### src/rtl/mips_pkg.sv
// Shared definitions for the instruction-memory loader: FSM encoding, word geometry
// and the default load address.
package mips_pkg;

   typedef enum logic [1:0] {
      ST_IDLE  = 2'd0,
      ST_LOAD  = 2'd1,
      ST_WRITE = 2'd2,
      ST_DONE  = 2'd3
   } ld_state_e;

   localparam int          WORD_BYTES        = 4;
   localparam logic [31:0] DEFAULT_BASE_ADDR = 32'h0;

endpackage

### src/rtl/imem_byte_packer.sv
// Shifts accepted bytes into a 32-bit word, MSB first; flags the 4th byte of each word.
module imem_byte_packer (
   input  logic        clk,
   input  logic        rst,
   input  logic        clear,
   input  logic        accept,
   input  logic [7:0]  byte_data,
   output logic [31:0] word,
   output logic        word_full
);

   logic [1:0]  idx_q;
   logic [31:0] word_q;

   always_ff @(posedge clk or posedge rst) begin
      if (rst) begin
         idx_q  <= 2'd0;
         word_q <= 32'h0;
      end else if (clear) begin
         idx_q  <= 2'd0;
         word_q <= 32'h0;
      end else if (accept) begin
         word_q <= {word_q[23:0], byte_data};
         idx_q  <= idx_q + 2'd1;
      end
   end

   assign word      = word_q;
   assign word_full = accept && (idx_q == 2'd3);

endmodule

### src/rtl/imem_loader.sv
// Fills instruction memory from a byte stream: packs big-endian words, writes them to
// consecutive addresses, and holds the CPU while the load runs.
//
// state    | meaning
// ---------+-----------------------------------------------------------
// ST_IDLE  | waiting for start; rejects over-long loads with err
// ST_LOAD  | accepting bytes until a full word is assembled
// ST_WRITE | one-cycle memory write, bump address/checksum/count
// ST_DONE  | one-cycle done pulse, CPU released
module imem_loader
   import mips_pkg::*;
#(
   parameter logic [31:0] BASE_ADDR   = DEFAULT_BASE_ADDR,
   parameter int          DEPTH_WORDS = 256,
   parameter int          LEN_W       = 16
) (
   input  logic             clk,
   input  logic             rst,
   input  logic             start,
   input  logic [LEN_W-1:0] len_words,
   input  logic             byte_valid,
   input  logic [7:0]       byte_data,
   output logic             byte_ready,
   output logic             imem_we,
   output logic [31:0]      imem_addr,
   output logic [31:0]      imem_wdata,
   output logic             cpu_hold,
   output logic             busy,
   output logic             done,
   output logic             err,
   output logic [31:0]      checksum
);

   localparam logic [LEN_W:0] DEPTH_L = (LEN_W+1)'(DEPTH_WORDS);

   ld_state_e        state_q, state_d;
   logic [LEN_W-1:0] words_left_q, words_left_d;
   logic [31:0]      addr_q, addr_d;
   logic [31:0]      checksum_q, checksum_d;
   logic             err_q, err_d;
   logic             pk_clear;
   logic             accept;
   logic [31:0]      word;
   logic             word_full;

   assign accept = byte_valid && byte_ready;

   imem_byte_packer u_packer (
      .clk       (clk),
      .rst       (rst),
      .clear     (pk_clear),
      .accept    (accept),
      .byte_data (byte_data),
      .word      (word),
      .word_full (word_full)
   );

   always_comb begin
      state_d      = state_q;
      words_left_d = words_left_q;
      addr_d       = addr_q;
      checksum_d   = checksum_q;
      err_d        = 1'b0;
      pk_clear     = 1'b0;
      byte_ready   = 1'b0;
      imem_we      = 1'b0;
      done         = 1'b0;
      case (state_q)
         ST_IDLE: begin
            if (start) begin
               if (len_words == '0) begin
                  state_d = ST_DONE;
               end else if ({1'b0, len_words} > DEPTH_L) begin
                  err_d = 1'b1;
               end else begin
                  state_d      = ST_LOAD;
                  words_left_d = len_words;
                  addr_d       = BASE_ADDR;
                  checksum_d   = 32'h0;
                  pk_clear     = 1'b1;
               end
            end
         end
         ST_LOAD: begin
            byte_ready = 1'b1;
            if (word_full) state_d = ST_WRITE;
         end
         ST_WRITE: begin
            imem_we      = 1'b1;
            checksum_d   = checksum_q ^ word;
            addr_d       = addr_q + 32'(WORD_BYTES);
            words_left_d = words_left_q - LEN_W'(1);
            state_d      = (words_left_q == LEN_W'(1)) ? ST_DONE : ST_LOAD;
         end
         ST_DONE: begin
            done    = 1'b1;
            state_d = ST_IDLE;
         end
         default: state_d = ST_IDLE;
      endcase
   end

   always_ff @(posedge clk or posedge rst) begin
      if (rst) begin
         state_q      <= ST_IDLE;
         words_left_q <= '0;
         addr_q       <= BASE_ADDR;
         checksum_q   <= 32'h0;
         err_q        <= 1'b0;
      end else begin
         state_q      <= state_d;
         words_left_q <= words_left_d;
         addr_q       <= addr_d;
         checksum_q   <= checksum_d;
         err_q        <= err_d;
      end
   end

   assign imem_addr  = addr_q;
   assign imem_wdata = word;
   assign checksum   = checksum_q;
   assign err        = err_q;
   assign busy       = (state_q != ST_IDLE);
   assign cpu_hold   = (state_q == ST_LOAD) || (state_q == ST_WRITE);

endmodule

### config.mk
export PLATFORM = sky130hd
export DESIGN_NAME = imem_loader
export DESIGN_NICKNAME = d
export VERILOG_FILES = /design/src/rtl/mips_pkg.sv /design/src/rtl/imem_byte_packer.sv /design/src/rtl/imem_loader.sv
export SDC_FILE = /design/constraint.sdc
export NUM_CORES = 1
export LEC_CHECK = 0
export ABC_AREA = 1
export BUFFER_PORTS_ARGS = -buffer_cell sky130_fd_sc_hd__buf_4
export CAP_MARGIN = 0
export CORE_MARGIN = 2
export CORE_UTILIZATION = 35
export DETAILED_ROUTE_END_ITERATION = 7
export HOLD_SLACK_MARGIN = 0.12
export PLACE_DENSITY = 0.59
export SLEW_MARGIN = 15
export SYNTH_ARGS = -nofsm -noshare
export SYNTH_HDL_FRONTEND = slang
export SYNTH_HIERARCHICAL = 1
export SYNTH_SLANG_ARGS = --single-unit
### constraint.sdc
create_clock -name clk -period 3.3 [get_ports clk]
set_input_delay 0.495 -clock clk [delete_from_list [all_inputs] [get_ports clk]]
set_output_delay 0.495 -clock clk [all_outputs]
set_load 0.05 [all_outputs]
==> flow_summary.json <==
{
  "leakage_uw": 0.00420,
  "grt_setup_unrepaired": "no",
  "dp_hpwl_um": 12100,
  "drt_iter0_markers": 336,
  "cts_made_buffers": 17,
  "tightest_slew_ps": 749,
  "finalNetCount": 1059,
  "rr_worst_depth": 9,
  "synth_top_family_by_area": "simple AND/OR/NAND/NOR gates",
  "drt-pass1-iter-count": 7,
  "synth-compound-area-share_pct": 5.86,
  "post_cts_buffers": 0,
  "crit_slowest_cell": "dfrtp_1",
  "r2r_slack_ps": 1090,
  "fin_cells": 1269,
  "insertedDiodeCount": 0,
  "antenna_found_initial": 0,
  "ys_ff_latch": 115,
  "routed_wl_um": 17700,
  "path_buf_inv": 3,
  "crit_path_start_kind": "flop",
  "die_y_um": 143,
  "startpoint": "state_q[0]$_DFFE_PP0P_",
  "synthTopCellsByArea": "dfrtp_1 (43%), nand2_1 (21%), nand3_1 (5.6%), xor2_1 (5.5%), nor2_1 (4.6%)",
  "drc_errors": 0,
  "ys.flop_type": "dfrtp_1",
  "clockBufferDepth": 2,
  "dpl_cell_area_sq_um": 7750,
  "min_period_ps": 2440,
  "synthSimpleGateAreaFrac_pct": 36.4,
  "syn_inst": 909,
  "crit_top_cell": "buf_4",
  "yosysTopAreaCell": "dfrtp_1",
  "io_buffers": 127,
  "die_area_sq_um": 20300,
  "via_count": 6060,
  "netSwitchingFraction_pct": 47.2,
  "fmax_ghz": 0.409,
  "crit_fanout": 26,
  "slew_viol_final": 0,
  "ir_drop_v": 0.000524,
  "netlist_area_sq_um": 6720,
  "synthArstFlopShare_pct": 100,
  "required_ps": 2800,
  "rr_startpoint": "state_q[1]$_DFFE_PP0P_",
  "status": "finished, final reports clean",
  "netlist-cell-type-count": 33,
  "die_x_um": 143,
  "core_area_sq_um": 18800,
  "ys_seq_area_share_pct": 42.8,
  "final_area_sq_um": 8350,
  "first_global_vias": 5740,
  "synth_top_area_share_pct": 42.8,
  "power.density_nw_per_um2": 927,
  "grt.total_usage_pct": 18.4,
  "p_int_uw": 4080,
  "cts_sinks": 115,
  "start_util_pct": 35.8,
  "synthXorXnorAreaFrac_pct": 5.60,
  "final_core_util_pct": 44.5,
  "synth_edf_count": 0,
  "power.total_uw": 7740,
  "rows": 50,
  "ant_nets": 0,
  "clkLatencyLatePin_ps": 420,
  "num-fill-cells": 1893,
  "final_hold_viol_count": 0,
  "htree_levels": 4,
  "final.period_utilization_pct": 74.0,
  "final-setup-viol-count": 0,
  "synth_warnings": 6,
  "p_clk_share_pct": 24.4,
  "cts_repair_resize_count": 0,
  "grt_pass1_wl_um": 29500,
  "slew_headroom_pct": 50.0,
  "place_inst": 1238,
  "cp-end-kind": "primary output",
  "wl_per_cell_um": 14.0,
  "area_delta_synth_final_pct": 24.1,
  "max_cap_viol_count": 0,
  "seqPwrFrac_pct": 30.9,
  "gp_congestion": 0.819,
  "post-synth-top-count-cell": "nand2_1",
  "switchingPower_uw": 3650,
  "cts_root_buf": "clkbuf_16",
  "grt_max_degree": 135,
  "vias_per_cell": 4.78,
  "path_class": "reg -> out",
  "skew_ps": 9.67,
  "synth_fa_ha_area_share_pct": 1.49,
  "holdBufCountCts": 0,
  "pwr-share-comb_pct": 44.8,
  "clk_pin_slew_ps": 60,
  "cts_tree": "built",
  "overflow": 0,
  "syn_area_per_cell_sq_um": 7.40,
  "fin_setup_tns_ps": 0,
  "drive_gt1_share_pct": 19.7,
  "synth_common_cells": "nand2_1 (383), dfrtp_1 (115), nor2_1 (82), nand3_1 (75), inv_1 (56)",
  "cpLargestDelayFamily": "buffers and inverters",
  "muxShareOfSynthArea_pct": 0.149,
  "timing.rr.end": "u_packer/word[0]$_DFFE_PP0P_",
  "ios": 130,
  "cp.arrival_ps": 1950,
  "hold_path_class": "in -> async",
  "cpPeakStageDelay_ps": 410,
  "path_cells": "inv_1 > ha_2 > buf_4 > buf_4"
}
[per-stage QoR]
step	hold slack (ps)	setup WS [ps]
floorplan	446	725
global placement	459	898
detailed placement	472	827
CTS	179	836
global route	203	770
finish	166	858
[how the worst max path moves through the flow]
stage / cells after the start / end
finish: 4 / imem_we
global route: 4 / imem_we
CTS: 4 / imem_we
detailed placement: 9 / u_packer/word[0]$_DFFE_PP0P_
global placement: 9 / u_packer/word[19]$_DFFE_PP0P_
floorplan: 1 / checksum[0]$_DFFE_PP0P_
[flip-flops by register name (all words and copies together) (netlist names)]
name and count:
imem_addr 30, u_packer/word 32, state_q 2, u_packer/idx_q 2, words_left_q 16, checksum 32, err 1
[cell type report]
| cell class | count | area (sq um) | share of cell area, % |
|---|---|---|---|
| multi-input cells | 699 | 3340 | 40.0 |
| clock buffers | 22 | 464 | 5.56 |
| well taps | 234 | 293 | 3.51 |
| clock inverters | 9 | 130 | 1.56 |
| inverters | 57 | 218 | 2.61 |
| repair buffers | 133 | 1020 | 12.3 |
| flip-flops and latches | 115 | 2880 | 34.5 |
[logic make-up (layout without fill, tap and decap cells)]
| family | Yosys count | after routing |
|---|---|---|
| muxes | 1 | 1 |
| and+or+nand+nor | 576 | 576 |
| AOI/OAI and AO/OA | 69 | 69 |
| DFF | 115 | 115 |
| adders and majority gates | 8 | 8 |
| buffers and inverters | 96 | 221 |
| other | 1 | 2 |
| xor gates and xnor gates | 43 | 43 |
[placed cells by master, fill, tap and decap left out, types with 10 or more instances in the layout]
cell type / synthesis / routed
nand2_1: 383 / 383
buf_4: 4 / 131
dfrtp_1: 115 / 115
nor2_1: 82 / 82
nand3_1: 75 / 75
inv_1: 56 / 55
xor2_1: 42 / 42
o21ai_1: 30 / 30
o21ai_0: 22 / 22
nand3_2: 21 / 21
clkbuf_16: 0 / 17
o21ai_2: 10 / 10
[metal layers]
layer	GRT usage (%)	wire [um]
met2	29.5	8280
met1	24.0	8070
met3	5.22	1070
met4	6.10	301
met5	0	0
[power groups by stage]
stage | Clock (uW) | Combinational [uW] | Sequential, uW
3_3_place_gp | 0 | 3440 | 2410
2_1_floorplan | 0 | 1580 | 3370
3_5_place_dp | 0 | 3490 | 2410
4_1_cts | 1920 | 3500 | 2400
5_1_grt | 1990 | 3790 | 2470
6_report | 1880 | 3460 | 2390
No activity file was read; power rests on OpenSTA's default activity.
